**config.mk**
```make
export PLATFORM = sky130hd
export DESIGN_NAME = fifo_rd_ptr_ctl_flat
export DESIGN_NICKNAME = d
export VERILOG_FILES = /design/src/rtl/fifo_rd_ptr_ctl_if.sv /design/src/rtl/fifo_rd_ptr_ctl.sv /design/src/flat_wrapper.sv
export SDC_FILE = /design/constraint.sdc
export NUM_CORES = 1
export LEC_CHECK = 0
export ABC_AREA = 1
export CORE_MARGIN = 8
export CORE_UTILIZATION = 47
export DETAILED_ROUTE_END_ITERATION = 7
export PLACE_DENSITY = 0.73
export SYNTH_ARGS = -nofsm -noshare
export SYNTH_HDL_FRONTEND = slang
export SYNTH_SLANG_ARGS = --single-unit
```
**constraint.sdc**
```tcl
create_clock -name rclk -period 2.4 [get_ports rclk]
set_input_delay 0.48 -clock rclk [delete_from_list [all_inputs] [get_ports rclk]]
set_output_delay 0.48 -clock rclk [all_outputs]
set_load 0.02 [all_outputs]
```
**src/rtl/fifo_rd_ptr_ctl_if.sv**
```systemverilog
// Read-side port bundle of the dual-clock FIFO: pop request, synchronized write
// pointer, error clear in; RAM address, Gray read pointer, flags and count out.
interface fifo_rd_ptr_ctl_if #(
  parameter int unsigned ASIZE = 4
);
  logic             rinc;
  logic [ASIZE:0]   rq2_wptr;
  logic             rerr_clr;
  logic [ASIZE-1:0] raddr;
  logic [ASIZE:0]   rptr;
  logic             rempty;
  logic             ralmost_empty;
  logic [ASIZE:0]   rcount;
  logic             rerr_underflow;

  // Consumer / synchronizer side
  modport master (
    output rinc, rq2_wptr, rerr_clr,
    input  raddr, rptr, rempty, ralmost_empty, rcount, rerr_underflow
  );

  // Pointer controller side
  modport slave (
    input  rinc, rq2_wptr, rerr_clr,
    output raddr, rptr, rempty, ralmost_empty, rcount, rerr_underflow
  );
endinterface

```
**src/rtl/fifo_rd_ptr_ctl.sv**
```systemverilog
// Read-side pointer/flag controller of the dual-clock FIFO (rclk domain):
// binary+Gray read pointer, empty/almost-empty flags, fill count, sticky underflow.
module fifo_rd_ptr_ctl #(
  parameter int unsigned ASIZE    = 4,
  parameter int unsigned AE_LEVEL = 2
) (
  input logic             rclk,
  input logic             rrst_n,
  fifo_rd_ptr_ctl_if.slave rif
);
  localparam int unsigned PW = ASIZE + 1;

  logic [PW-1:0] rbin_q;
  logic [PW-1:0] rptr_q;
  logic          rempty_q;
  logic          ralmost_empty_q;
  logic [PW-1:0] rcount_q;
  logic          rerr_q;

  logic          pop_c;
  logic [PW-1:0] rbinnext_c;
  logic [PW-1:0] rgraynext_c;
  logic [PW-1:0] wbin_c;
  logic [PW-1:0] fill_c;

  // Next pointer, Gray-decoded write pointer and the resulting fill level
  always_comb begin
    pop_c       = rif.rinc & ~rempty_q;
    rbinnext_c  = rbin_q + PW'(pop_c);
    rgraynext_c = (rbinnext_c >> 1) ^ rbinnext_c;
    wbin_c      = '0;
    for (int i = 0; i < PW; i++) begin
      wbin_c[i] = ^(rif.rq2_wptr >> i);
    end
    fill_c      = wbin_c - rbinnext_c;
  end

  // Flags are computed from the post-pop pointer so they agree with rempty
  always_ff @(posedge rclk or negedge rrst_n) begin
    if (!rrst_n) begin
      rbin_q          <= '0;
      rptr_q          <= '0;
      rempty_q        <= 1'b1;
      ralmost_empty_q <= 1'b1;
      rcount_q        <= '0;
      rerr_q          <= 1'b0;
    end else begin
      rbin_q          <= rbinnext_c;
      rptr_q          <= rgraynext_c;
      rempty_q        <= (rgraynext_c == rif.rq2_wptr);
      rcount_q        <= fill_c;
      ralmost_empty_q <= (fill_c <= PW'(AE_LEVEL));
      if (rif.rinc && rempty_q) begin
        rerr_q <= 1'b1;
      end else if (rif.rerr_clr) begin
        rerr_q <= 1'b0;
      end
    end
  end

  assign rif.raddr          = rbin_q[ASIZE-1:0];
  assign rif.rptr           = rptr_q;
  assign rif.rempty         = rempty_q;
  assign rif.ralmost_empty  = ralmost_empty_q;
  assign rif.rcount         = rcount_q;
  assign rif.rerr_underflow = rerr_q;
endmodule

```
**src/flat_wrapper.sv**
```systemverilog
// flat-port wrapper written by rule: the top's interface ports become plain ports
module fifo_rd_ptr_ctl_flat 
#(
  parameter int unsigned ASIZE    = 4,
  parameter int unsigned AE_LEVEL = 2
)
  (rclk, rrst_n, rif_rinc, rif_rq2_wptr, rif_rerr_clr, rif_raddr, rif_rptr, rif_rempty, rif_ralmost_empty, rif_rcount, rif_rerr_underflow);
  fifo_rd_ptr_ctl_if #(.ASIZE(ASIZE)) rif_i ();
  input logic rclk;
  input logic rrst_n;
  input wire logic [$bits(rif_i.rinc)-1:0] rif_rinc;
  input wire logic [$bits(rif_i.rq2_wptr)-1:0] rif_rq2_wptr;
  input wire logic [$bits(rif_i.rerr_clr)-1:0] rif_rerr_clr;
  output wire logic [$bits(rif_i.raddr)-1:0] rif_raddr;
  output wire logic [$bits(rif_i.rptr)-1:0] rif_rptr;
  output wire logic [$bits(rif_i.rempty)-1:0] rif_rempty;
  output wire logic [$bits(rif_i.ralmost_empty)-1:0] rif_ralmost_empty;
  output wire logic [$bits(rif_i.rcount)-1:0] rif_rcount;
  output wire logic [$bits(rif_i.rerr_underflow)-1:0] rif_rerr_underflow;
  assign rif_i.rinc = rif_rinc;
  assign rif_i.rq2_wptr = rif_rq2_wptr;
  assign rif_i.rerr_clr = rif_rerr_clr;
  assign rif_raddr = rif_i.raddr;
  assign rif_rptr = rif_i.rptr;
  assign rif_rempty = rif_i.rempty;
  assign rif_ralmost_empty = rif_i.ralmost_empty;
  assign rif_rcount = rif_i.rcount;
  assign rif_rerr_underflow = rif_i.rerr_underflow;
  fifo_rd_ptr_ctl #(.ASIZE(ASIZE), .AE_LEVEL(AE_LEVEL)) u_core (.rclk(rclk), .rrst_n(rrst_n), .rif(rif_i));
endmodule
```
Yosys cells after proc, flatten, opt, wreduce, memory -nomap -nowiden
Cells that the tools add are included.
{"block": "totals", "register_bits": 18, "latchBits": 0, "mem_bits_rw": 0, "rom_bits": 0, "in_bits": 9, "output_inout_bits": 17, "elab_cells": 22, "memories": 0}
{"block": "classes", "n_addsub": 2, "mul": 0, "div": 0, "order_cmp": 1, "n_eq_ne": 1, "n_shift": 0, "muxes": 2, "bitwise": 3, "n_reduce_logical": 7}
{"cell": "5-bit XOR reduction", "n": 5}
{"cell": "5-bit by 1-bit adder with 5-bit output", "n": 1}
{"cell": "5-bit equality test", "n": 1}
{"cell": "5-bit by 2-bit <= comparator with 1-bit output (second input constant)", "n": 1}
{"cell": "5-bit subtractor", "n": 1}
{"cell": "4-bit by 5-bit bitwise XOR with 5-bit output", "n": 1}
{"cell": "1-bit two-way mux", "n": 2}
{"cell": "2-bit nonzero test", "n": 1}
{"cell": "1-bit bitwise AND", "n": 1}
{"cell": "1-bit logical AND", "n": 1}
{"cell": "1-bit NOT", "n": 1}

Depth between registers and ports, before layout
Gate-level depths: netlist (run 1).
{"block": "logic_depth", "depth_word": 5, "ltp_mapped": 16, "ltp_nobuf": 16}

Worst setup path after synthesis (run 1)
OpenSTA, ideal clock, no wires.
{"block": "synth_timing", "kind": "register to register", "from": "register u_core.rempty_q (netlist: u_core.rif.rempty)", "to": "register u_core.ralmost_empty_q (netlist: u_core.rif.ralmost_empty)", "setup_ps": 64, "arrival_time_ps": 2088, "required_time_ps": 2336, "setup_slack_ps": 248, "path_stages_with_launch": 14, "synth_period_minus_slack_ps": 2152, "cell_sequence": "dfstp_2 > nor2_1 > ha_1 > ha_1 > inv_1 > nand2_1 > nand2_2 > inv_1 > ha_1 > nand2_1 > nand3b_1 > nand3_1 > nand3_1 > nor2_2"}
{"block": "synth_via", "elab_chain_len": 5}
{"element": "from (decl)", "line_no": "fifo_rd_ptr_ctl.sv:15", "rtl": "logic rempty_q;"}
{"element": "from (signal assigned)", "line_no": "fifo_rd_ptr_ctl.sv:50", "rtl": "rempty_q <= (rgraynext_c == rif.rq2_wptr);"}
{"element": "1-bit NOT", "line_no": "fifo_rd_ptr_ctl.sv:28", "rtl": "pop_c = rif.rinc & ~rempty_q;"}
{"element": "1-bit bitwise AND", "line_no": "fifo_rd_ptr_ctl.sv:28"}
{"element": "5-bit by 1-bit adder with 5-bit output", "line_no": "fifo_rd_ptr_ctl.sv:29", "rtl": "rbinnext_c = rbin_q + PW'(pop_c);"}
{"element": "net u_core.rbinnext_c[2]", "line_no": "fifo_rd_ptr_ctl.sv:21", "rtl": "logic [PW-1:0] rbinnext_c;"}
{"element": "5-bit subtractor", "line_no": "fifo_rd_ptr_ctl.sv:35", "rtl": "fill_c = wbin_c - rbinnext_c;"}
{"element": "5-bit by 2-bit <= comparator with 1-bit output", "line_no": "fifo_rd_ptr_ctl.sv:52", "rtl": "ralmost_empty_q <= (fill_c <= PW'(AE_LEVEL));"}
{"element": "to (signal assigned)", "line_no": "fifo_rd_ptr_ctl.sv:52"}
{"element": "to (decl)", "line_no": "fifo_rd_ptr_ctl.sv:16", "rtl": "logic ralmost_empty_q;"}
The timed path passes the listed nets, and every way through them passes these cells.
A chain may end at the register's enable or synchronous reset.

Worst setup path in the final report (run 1)
{"block": "layout_timing", "from": "input rif_rinc", "to": "register u_core.ralmost_empty_q (netlist: u_core.rif.ralmost_empty)"}
{"block": "layout_via", "elab_chain_len": 4}
{"element": "from (decl)", "line_no": "flat_wrapper.sv:11", "rtl": "input wire logic [$bits(rif_i.rinc)-1:0] rif_rinc;"}
{"element": "1-bit bitwise AND", "line_no": "fifo_rd_ptr_ctl.sv:28"}
{"element": "5-bit by 1-bit adder with 5-bit output", "line_no": "fifo_rd_ptr_ctl.sv:29"}
{"element": "net u_core.rbinnext_c[2]", "line_no": "fifo_rd_ptr_ctl.sv:21"}
{"element": "5-bit subtractor", "line_no": "fifo_rd_ptr_ctl.sv:35"}
{"element": "5-bit by 2-bit <= comparator with 1-bit output", "line_no": "fifo_rd_ptr_ctl.sv:52"}
The timed path passes the listed nets, and every way through them passes these cells.

==> out/metrics.csv, run 1 <==
metric,value,unit
end of the worst hold path,u_core.rif.rerr_underflow,
R2R Setup Slk,320,ps
min Tclk post-route,2260,ps
post-synthesis sequential area ratio,0.425,
Worst-Margin Slew,731,ps
Max Fclk,0.442,GHz
nets@finish,183,
CTS tree,built,
Row Count,16,
First-pass DRT Iterations,4,
Placed Instances,191,
clk buf depth,2,
Initial Util,0.508,
"slowest stage delay, CP",480,ps
Metal-1 WL,921,um
Synth area leader,dfrtp_1,
Post-DRT Antenna Nets,0,
setup TNS,0,ps
r2r worst-path depth,13,
top-count cell post-synth,nand2_1,
Root Buffer,clkbuf_4,
list of most frequent post-synthesis cells,"nand2_1 (35), inv_1 (21), dfrtp_1 (15)",
largest cells by area after synthesis,"dfrtp_1 (37%), nand2_1 (13%), inv_1 (7.8%), xor2_1 (7.8%), nand3_1 (7.0%)",
endpoints failing hold,0,
IO Port Bufs,25,
CTS Sinks,17,
Mapped Avg Cell Area,8.18,um^2
final core utilization,0.742,
Die Width,62.3,um
first-pass GRT wire length,3800,um
headroom to the max-slew limit,0.511,
top_reg_cell synth,dfrtp_1,
Ys Warns,0,
met2 wire length,1280,um
WS Path Type,input port to flop,
pin count of the biggest net entering global routing,18,
RR Startpoint,u_core.rif.rempty,
hold depth,2,
vias per cell,4.65,
max-slew violation count,0,
layout cells sized above 1,0.256,
number of synthesized flops with an enable pin,0,
CP required,2640,ps
Final Skew,5.07,ps
Die Footprint,0.00388,mm^2
grt ovf,0,
cells along the critical path,clkdlybuf4s50_1 -> inv_1 -> nor2_1 -> ha_2 -> ha_4 -> nand2_1 -> nand2_2 -> inv_1 -> ha_1 -> nand2_1 -> nand3b_1 -> nand3_1 -> nand3_1 -> nor2_2,
Setup crit end kind,flop,
"Reg clk slew, reported paths",100,ps
Core Box Area,0.00198,mm^2
vias,906,
Worst EP arrival,2500,ps
CTS H-tree depth,1,
number of remaining DRC errors,0,
# Post-CTS Setup Buffers,0,
highest metal used,met4,
initial antenna violation count,0,
Final Non-Filler Cells,195,
Leak,0.791,nW
WL final,2380,um
post-synth cell types,18,
pre-CTS setup slack,-236,ps
crit start category,input port,
io pins,26,
worst hold start,u_core.rif.rerr_underflow,
number of synthesized register bits,17,
# diodes,0,
worst reg2reg endpoint,u_core.rif.ralmost_empty,
Hold/Removal Path Class,flop to flop,
Max VDD drop,0.772,mV
Area Overhead vs Synth,46.1,%
die height,62.3,um
Synth top area share,0.373,
status,completed,
slowest CP cell,clkdlybuf4s50_1,
routed len/inst,12.2,um
final setup fails,0,
HPWL after DPL,1970,um
PwrDens,1480,mW/mm^2
total CTS buffers,3,
Post-synth ARST share,1.00,
vias in the first global route,895,
met3 WL,129,um
clk_lat worst skew,290,ps
Syn Inst Count,123,
global placer's final weighted congestion,0.895,
final worst slack,136,ps
syn_nets,137,
maxcap violations,0,
GRT Overall Usage,0.118,
Max Fanout on Critical Path,3,
Iteration-0 DRC Markers,20,
Post-Syn Area,0.00101,mm^2
Final Cycle Share,0.943,
-- layout by cell type (no fill, tap or decap), types with 2 or more instances in the layout --
cell type	count
buf_4	16
clkbuf_4	3
clkdlybuf4s50_1	21
dfrtp_1	15
dfstp_2	2
dlymetal6s2s_1	4
ha_1	2
ha_2	2
inv_1	18
inv_2	4
nand2_1	33
nand2_2	9
nand3_1	14
nor2_1	5
nor2_2	2
xor2_1	9
-- layout make-up --
class,count,area [um^2]
sequential,17,428
clock inverter,1,5.00
inverter,22,82.6
clock buffer,3,22.5
multi-input combinational,84,518
fill,147,512
timing repair buffer,41,380
tap,27,33.8
-- logic make-up after synthesis --
family / count (synthesis) / synth area share
adder cells (fa/ha/maj): 5 / 0.0622
XOR/XNOR: 11 / 0.122
buffers and inverters: 22 / 0.0821
AO/OA/AOI/OAI: 2 / 0.00994
flip-flops: 17 / 0.425
AND/OR/NAND/NOR: 66 / 0.299
-- flip-flops by register name, indices dropped and copies added (netlist names) --
name and count:
u_core.rif.rempty 1, u_core.rif.ralmost_empty 1, u_core.rbin_q 5, u_core.rif.rptr 4
u_core.rif.rcount 5, u_core.rif.rerr_underflow 1
-- report_power, final --
| group | internal [mW] | total, mW | switching [mW] |
|---|---|---|---|
| registers | 0.442 | 0.528 | 0.0862 |
| logic | 0.714 | 1.50 | 0.789 |
| clock network | 0.0619 | 0.149 | 0.0870 |
| total | 1.22 | 2.18 | 0.963 |
-- critical path, delay by kind of cell --
| kind | cells | cell delay, ps |
|---|---|---|
| adder cells (fa/ha/maj) | 3 | 670 |
| buffers and inverters | 3 | 580 |
| AND/OR/NAND/NOR | 8 | 740 |
-- worst max path at each step --
stage          slack [ps]                       end  cells past startpoint         startpoint
2_1_floorplan         250  u_core.rif.ralmost_empty                     13  u_core.rif.rempty
3_3_place_gp         -220  u_core.rif.ralmost_empty                     14           rif_rinc
3_5_place_dp         -240  u_core.rif.ralmost_empty                     14           rif_rinc
4_1_cts                60  u_core.rif.ralmost_empty                     14           rif_rinc
5_1_grt                -1  u_core.rif.ralmost_empty                     16           rif_rinc
6_report              140  u_core.rif.ralmost_empty                     14           rif_rinc
-- stage by stage --
stage          power [mW]  instance area (um^2)  hold WS [ps]
2_1_floorplan        1.36                  1010           184
3_3_place_gp         1.95                  1410           523
3_5_place_dp         2.00                  1410           535
4_1_cts              2.16                  1440           552
5_1_grt              2.35                  1470           588
6_report             2.18                  1470           547
-- what timing repair did --
action | in CTS | in global routing
hold buffers | 0 | 0
setup endpoints to repair | 0 | 2
gates resized for setup | 0 | 13
-- per-layer routing --
layer	vias up	global-route usage
met2	25	0.216
met5	-	0
met3	6	0.0251
li1	464	-
met1	411	0.120
met4	0	0.0684
(Power assumes the default switching activity.)
==> run 2: changes to the inputs <==
Settings changed: GPL_TIMING_DRIVEN set to 0.
==> run 2 against run 1 <==
  * Cell count decreased by 5.6%
  * Combinational power decreased by 9%
  * Clock skew decreased by 2.4 ps
  * Worst hold slack got worse by 90 ps
  * Sequential share of layout area increased by 1.5 points
  * Non-clock buffer count decreased by 11
  * Power decreased by 6.1%
  * Worst setup slack improved by 130 ps
  * Global-route usage decreased by 0.39 points
  * Critical path type is now flop to flop
  * Highest routed layer unchanged
==> out/metrics.csv, run 2 (synthesized netlist as in run 1, its figures left out) <==
metric,value,unit
global placer's final weighted congestion,0.753,
IO Port Bufs,25,
r2r worst-path depth,14,
Setup crit end kind,flop,
initial antenna violation count,0,
Worst-Margin Slew,711,ps
final setup fails,0,
max-slew violation count,0,
CTS H-tree depth,1,
min Tclk post-route,2130,ps
HPWL after DPL,1780,um
Max VDD drop,0.924,mV
Final Skew,2.65,ps
R2R Setup Slk,270,ps
vias in the first global route,867,
vias,862,
Die Footprint,0.00388,mm^2
worst reg2reg endpoint,u_core.rif.ralmost_empty,
Max Fanout on Critical Path,5,
part of the power in the clock network,0.074,
slowest CP cell,dfstp_2,
endpoints failing hold,0,
die height,62.3,um
first-pass GRT wire length,3680,um
"delay-heaviest family, CP",simple AND/OR/NAND/NOR gates,
Core Box Area,0.00198,mm^2
Max Fclk,0.470,GHz
cells along the critical path,nor2_1 -> ha_2 -> ha_4 -> nand3_1 -> nand2_1 -> inv_1 -> ha_1 -> inv_1 -> nand2_1 -> nand2_1 -> nand2_1 -> nor2_1 -> nand3_1 -> nor2_2,
Post-DRT Antenna Nets,0,
Int Pwr,1.12,mW
io pins,26,
number of remaining DRC errors,0,
# diodes,0,
Root Buffer,clkbuf_4,
Iteration-0 DRC Markers,12,
Worst EP arrival,2360,ps
CTS Sinks,17,
pin count of the biggest net entering global routing,18,
WS Path Type,flop to flop,
CTS tree,built,
RSZ-0062 raised after global routing,no,
vias per cell,4.68,
total CTS buffers,3,
final core utilization,0.706,
status,completed,
clk_lat worst skew,290,ps
Row Count,16,
routed len/inst,11.8,um
final worst slack,270,ps
pre-CTS setup slack,-355,ps
layout cells sized above 1,0.217,
Initial Util,0.508,
WL final,2160,um
"slowest stage delay, CP",550,ps
nets@finish,172,
Final Cycle Share,0.887,
"commonest cells after routing, fill and taps aside","nand2_1 (33), clkdlybuf4s50_1 (20), inv_1 (16)",
Die Width,62.3,um
"Reg clk slew, reported paths",90,ps
Comb power frac,0.671,
crit start category,flop,
PwrDens,1460,mW/mm^2
maxcap violations,0,
RR Startpoint,u_core.rif.rempty,
headroom to the max-slew limit,0.524,
Area Overhead vs Synth,39.2,%
grt ovf,0,
clk buf depth,2,
Leak,0.748,nW
"most common cell after layout, fill and taps aside",nand2_1,
sw frac,0.455,
sequential power share,0.256,
GRT Overall Usage,0.114,
Crit. Startpoint,u_core.rif.rempty,
CP required,2630,ps
Sw Pwr,0.931,mW
Buf/Inv on CP,2,
First-pass DRT Iterations,4,
crit path to,u_core.rif.ralmost_empty,
most numerous cell on the critical path,nand2_1,
WP depth,14,
Hold/Removal Path Class,input port to flop,
run 2: worst min-delay path by stage:
| stage | from | end | slack (ps) | depth (start not counted) |
|---|---|---|---|---|
| global placement | u_core.rif.rerr_underflow | u_core.rif.rerr_underflow | 520 | 2 |
| global route | rif_rinc | u_core.rif.rerr_underflow | 510 | 3 |
| floorplan | rrst_n | u_core.rbin_q[0] | 180 | 0 |
| detailed placement | u_core.rif.rerr_underflow | u_core.rif.rerr_underflow | 530 | 2 |
| CTS | u_core.rif.rerr_underflow | u_core.rif.rerr_underflow | 550 | 2 |
| finish | rif_rinc | u_core.rif.rerr_underflow | 460 | 3 |
run 2: power groups by stage:
stage | clock network, mW | registers [mW] | logic (mW)
floorplan | 0 | 0.698 | 0.664
global route | 0.160 | 0.546 | 1.53
CTS | 0.153 | 0.524 | 1.33
detailed placement | 0 | 0.530 | 1.29
finish | 0.151 | 0.523 | 1.37
global placement | 0 | 0.519 | 1.25
run 2: worst reg2reg max path, cell delays in order (launching register included):
cell and delay [ps]:
dfstp_2 550, nor2_1 50, ha_2 190, ha_4 310, nand3_1 110, nand2_1 80, inv_1 40, ha_1 170
inv_1 60, nand2_1 60, nand2_1 60, nand2_1 60, nor2_1 100, nand3_1 110, nor2_2 120
run 2: stage by stage:
step	total power [mW]	TNS, ps	hold WS [ps]	area (um^2)	cells
after floorplan	1.36	0	184	1010	123
after global placement	1.77	-622	520	1290	175
after detailed placement	1.82	-1020	534	1290	175
after CTS	2.01	0	551	1330	180
after global routing	2.24	0	512	1400	184
final	2.05	0	457	1400	184
run 2: final cells by class:
class	count	area [um^2]
fillers	162	582
multi-input cells	84	528
flip-flops and latches	17	428
repair buffers	30	300
inverters	22	82.6
well taps	27	33.8
clock buffers	3	22.5
clock inverters	1	5.00
run 2: timing repair:
item,in CTS,in global routing
setup endpoints to repair,1,4
gates resized for setup,2,14
gates cloned,0,0
buffers inserted,1,4
pin swaps,1,6
hold buffers,0,0
run 2: metal layers:
metal | part of all wire | vias to the layer above | wire length (um) | global-route usage
met5 | 0 | - | 0 | 0
met4 | 0.024 | 0 | 52 | 0.0684
met3 | 0.048 | 5 | 103 | 0.0215
met2 | 0.50 | 20 | 1090 | 0.208
met1 | 0.42 | 388 | 917 | 0.118
li1 | - | 449 | - | -
==> run 3: changes to the inputs <==
Settings changed: CORE_MARGIN 8 to unset.
==> run 3 against run 2 <==
  * Sequential share of layout area is 0.22 points higher
  * Power shrank 0.69%
  * Critical endpoint unchanged
  * Cell count unchanged
  * Via count is 2.0% lower
  * Clock-buffer cell count did not move
  * Fmax down 0.78%
  * Global-route usage rose by 5.1 points
  * Register-to-register slack worse by 20 ps
  * Utilization fell by 0.50 points
==> out/metrics.csv, run 3 (synthesized netlist as in run 1, its figures left out) <==
metric,value,unit
layout cells sized above 1,0.210,
Row Count,16,
status,completed,
WS Path Type,flop to flop,
min Tclk post-route,2150,ps
Comb power frac,0.671,
PwrDens,1460,mW/mm^2
headroom to the max-slew limit,0.526,
endpoints failing hold,0,
total CTS buffers,3,
die height,48.3,um
Root Buffer,clkbuf_4,
WHS,444,ps
number of remaining DRC errors,0,
max-slew violation count,0,
"commonest cells after routing, fill and taps aside","nand2_1 (33), clkdlybuf4s50_1 (20), inv_1 (17)",
First-pass DRT Iterations,4,
CTS H-tree depth,1,
first-pass GRT wire length,2560,um
dpl cell area,0.00129,mm^2
vias per cell,4.59,
HPWL after DPL,1480,um
Core Box Area,0.00198,mm^2
vias in the first global route,638,
sw frac,0.445,
sequential power share,0.258,
"Reg clk slew, reported paths",100,ps
Leak,0.746,nW
routed len/inst,10.3,um
Die Footprint,0.00233,mm^2
RSZ-0062 raised after global routing,no,
clk buf depth,2,
hold buffers post-CTS,0,
Max Fclk,0.466,GHz
crit start category,flop,
"most common cell after layout, fill and taps aside",nand2_1,
initial antenna violation count,0,
Iteration-0 DRC Markers,11,
Final Cycle Share,0.894,
IO Port Bufs,25,
io pins,26,
vias,845,
total power,2.03,mW
design area,0.00139,mm^2
nets@finish,172,
Max Fanout on Critical Path,3,
part of the power in the clock network,0.071,
clk_lat worst skew,280,ps
Post-DRT Antenna Nets,0,
Hold/Removal Path Class,input port to flop,
Int Pwr,1.13,mW
Fillers,158,
GRT Overall Usage,0.165,
Sw Pwr,0.904,mW
grt ovf,0,
Setup crit end kind,flop,
Worst EP arrival,2380,ps
WL final,1890,um
global placer's final weighted congestion,0.759,
CTS Sinks,17,
CP required,2630,ps
setup TNS,0,ps
pin count of the biggest net entering global routing,18,
Max VDD drop,0.680,mV
Initial Util,0.508,
# diodes,0,
CTS tree,built,
Final Skew,11.5,ps
maxcap violations,0,
Worst-Margin Slew,708,ps
Area Overhead vs Synth,38.2,%
final setup fails,0,
Die Width,48.3,um
[run 3: cell counts in the layout (fill, tap and decap cells not counted)]
No cell type changed its count.
[run 3: per-stage QoR]
step / utilization / setup slack (ps) / instances
2_1_floorplan: - / 248 / 123
3_3_place_gp: 0.651 / -267 / 175
3_5_place_dp: 0.651 / -328 / 175
4_1_cts: 0.671 / 49.6 / 180
5_1_grt: 0.701 / 97.6 / 184
6_report: 0.701 / 253 / 184
[run 3: power by group through the flow]
stage | clock network [mW] | logic (mW) | registers (mW)
after floorplan | 0 | 0.664 | 0.698
after global placement | 0 | 1.24 | 0.519
after detailed placement | 0 | 1.27 | 0.527
after CTS | 0.150 | 1.30 | 0.520
after global routing | 0.160 | 1.52 | 0.539
final | 0.145 | 1.36 | 0.524
[run 3: cell type report]
class | instances | area (um^2) | area share
multi-input cells | 84 | 518 | 0.373
flip-flops and latches | 17 | 428 | 0.308
repair buffers | 30 | 300 | 0.216
inverters | 22 | 82.6 | 0.0594
well taps | 27 | 33.8 | 0.0243
clock buffers | 3 | 22.5 | 0.0162
clock inverters | 1 | 5.00 | 0.00360
[run 3: path summary, 6_finish.rpt]
kind,startpoint,end,slack [ps],cells past startpoint
max in group asynchronous,rrst_n,u_core.rbin_q[4],1330,1
setup reg to reg,u_core.rif.rempty,u_core.rif.ralmost_empty,250,13
min in group asynchronous,rrst_n,u_core.rif.rcount[0],610,1
hold / removal,rif_rinc,u_core.rif.rerr_underflow,440,3
setup / recovery,u_core.rif.rempty,u_core.rif.ralmost_empty,250,13
hold reg to reg,u_core.rif.rempty,u_core.rif.rerr_underflow,540,2
[run 3: repair_timing]
item	in CTS	in global routing
setup endpoints to repair	1	2
hold endpoints to repair	0	0
pin swaps	1	7
buffers inserted	1	4
resized for setup	2	13
[run 3: per-layer routing]
layer	vias up	global-route usage	share of wire
li1	446	-	-
met5	-	0	0
met3	2	0.0111	0.033
met1	377	0.202	0.43
met2	20	0.283	0.52
met4	0	0.100	0.012
[run 3: critical path, stage by stage (launching register included)]
cell	delay, ps
dfstp_2	550
nor2_1	40
ha_2	210
ha_4	180
inv_1	50
nand2_1	50
nand2_2	90
inv_1	70
ha_1	300
nand2_1	50
nand3b_1	160
nand3_1	110
nand3_1	110
nor2_2	120
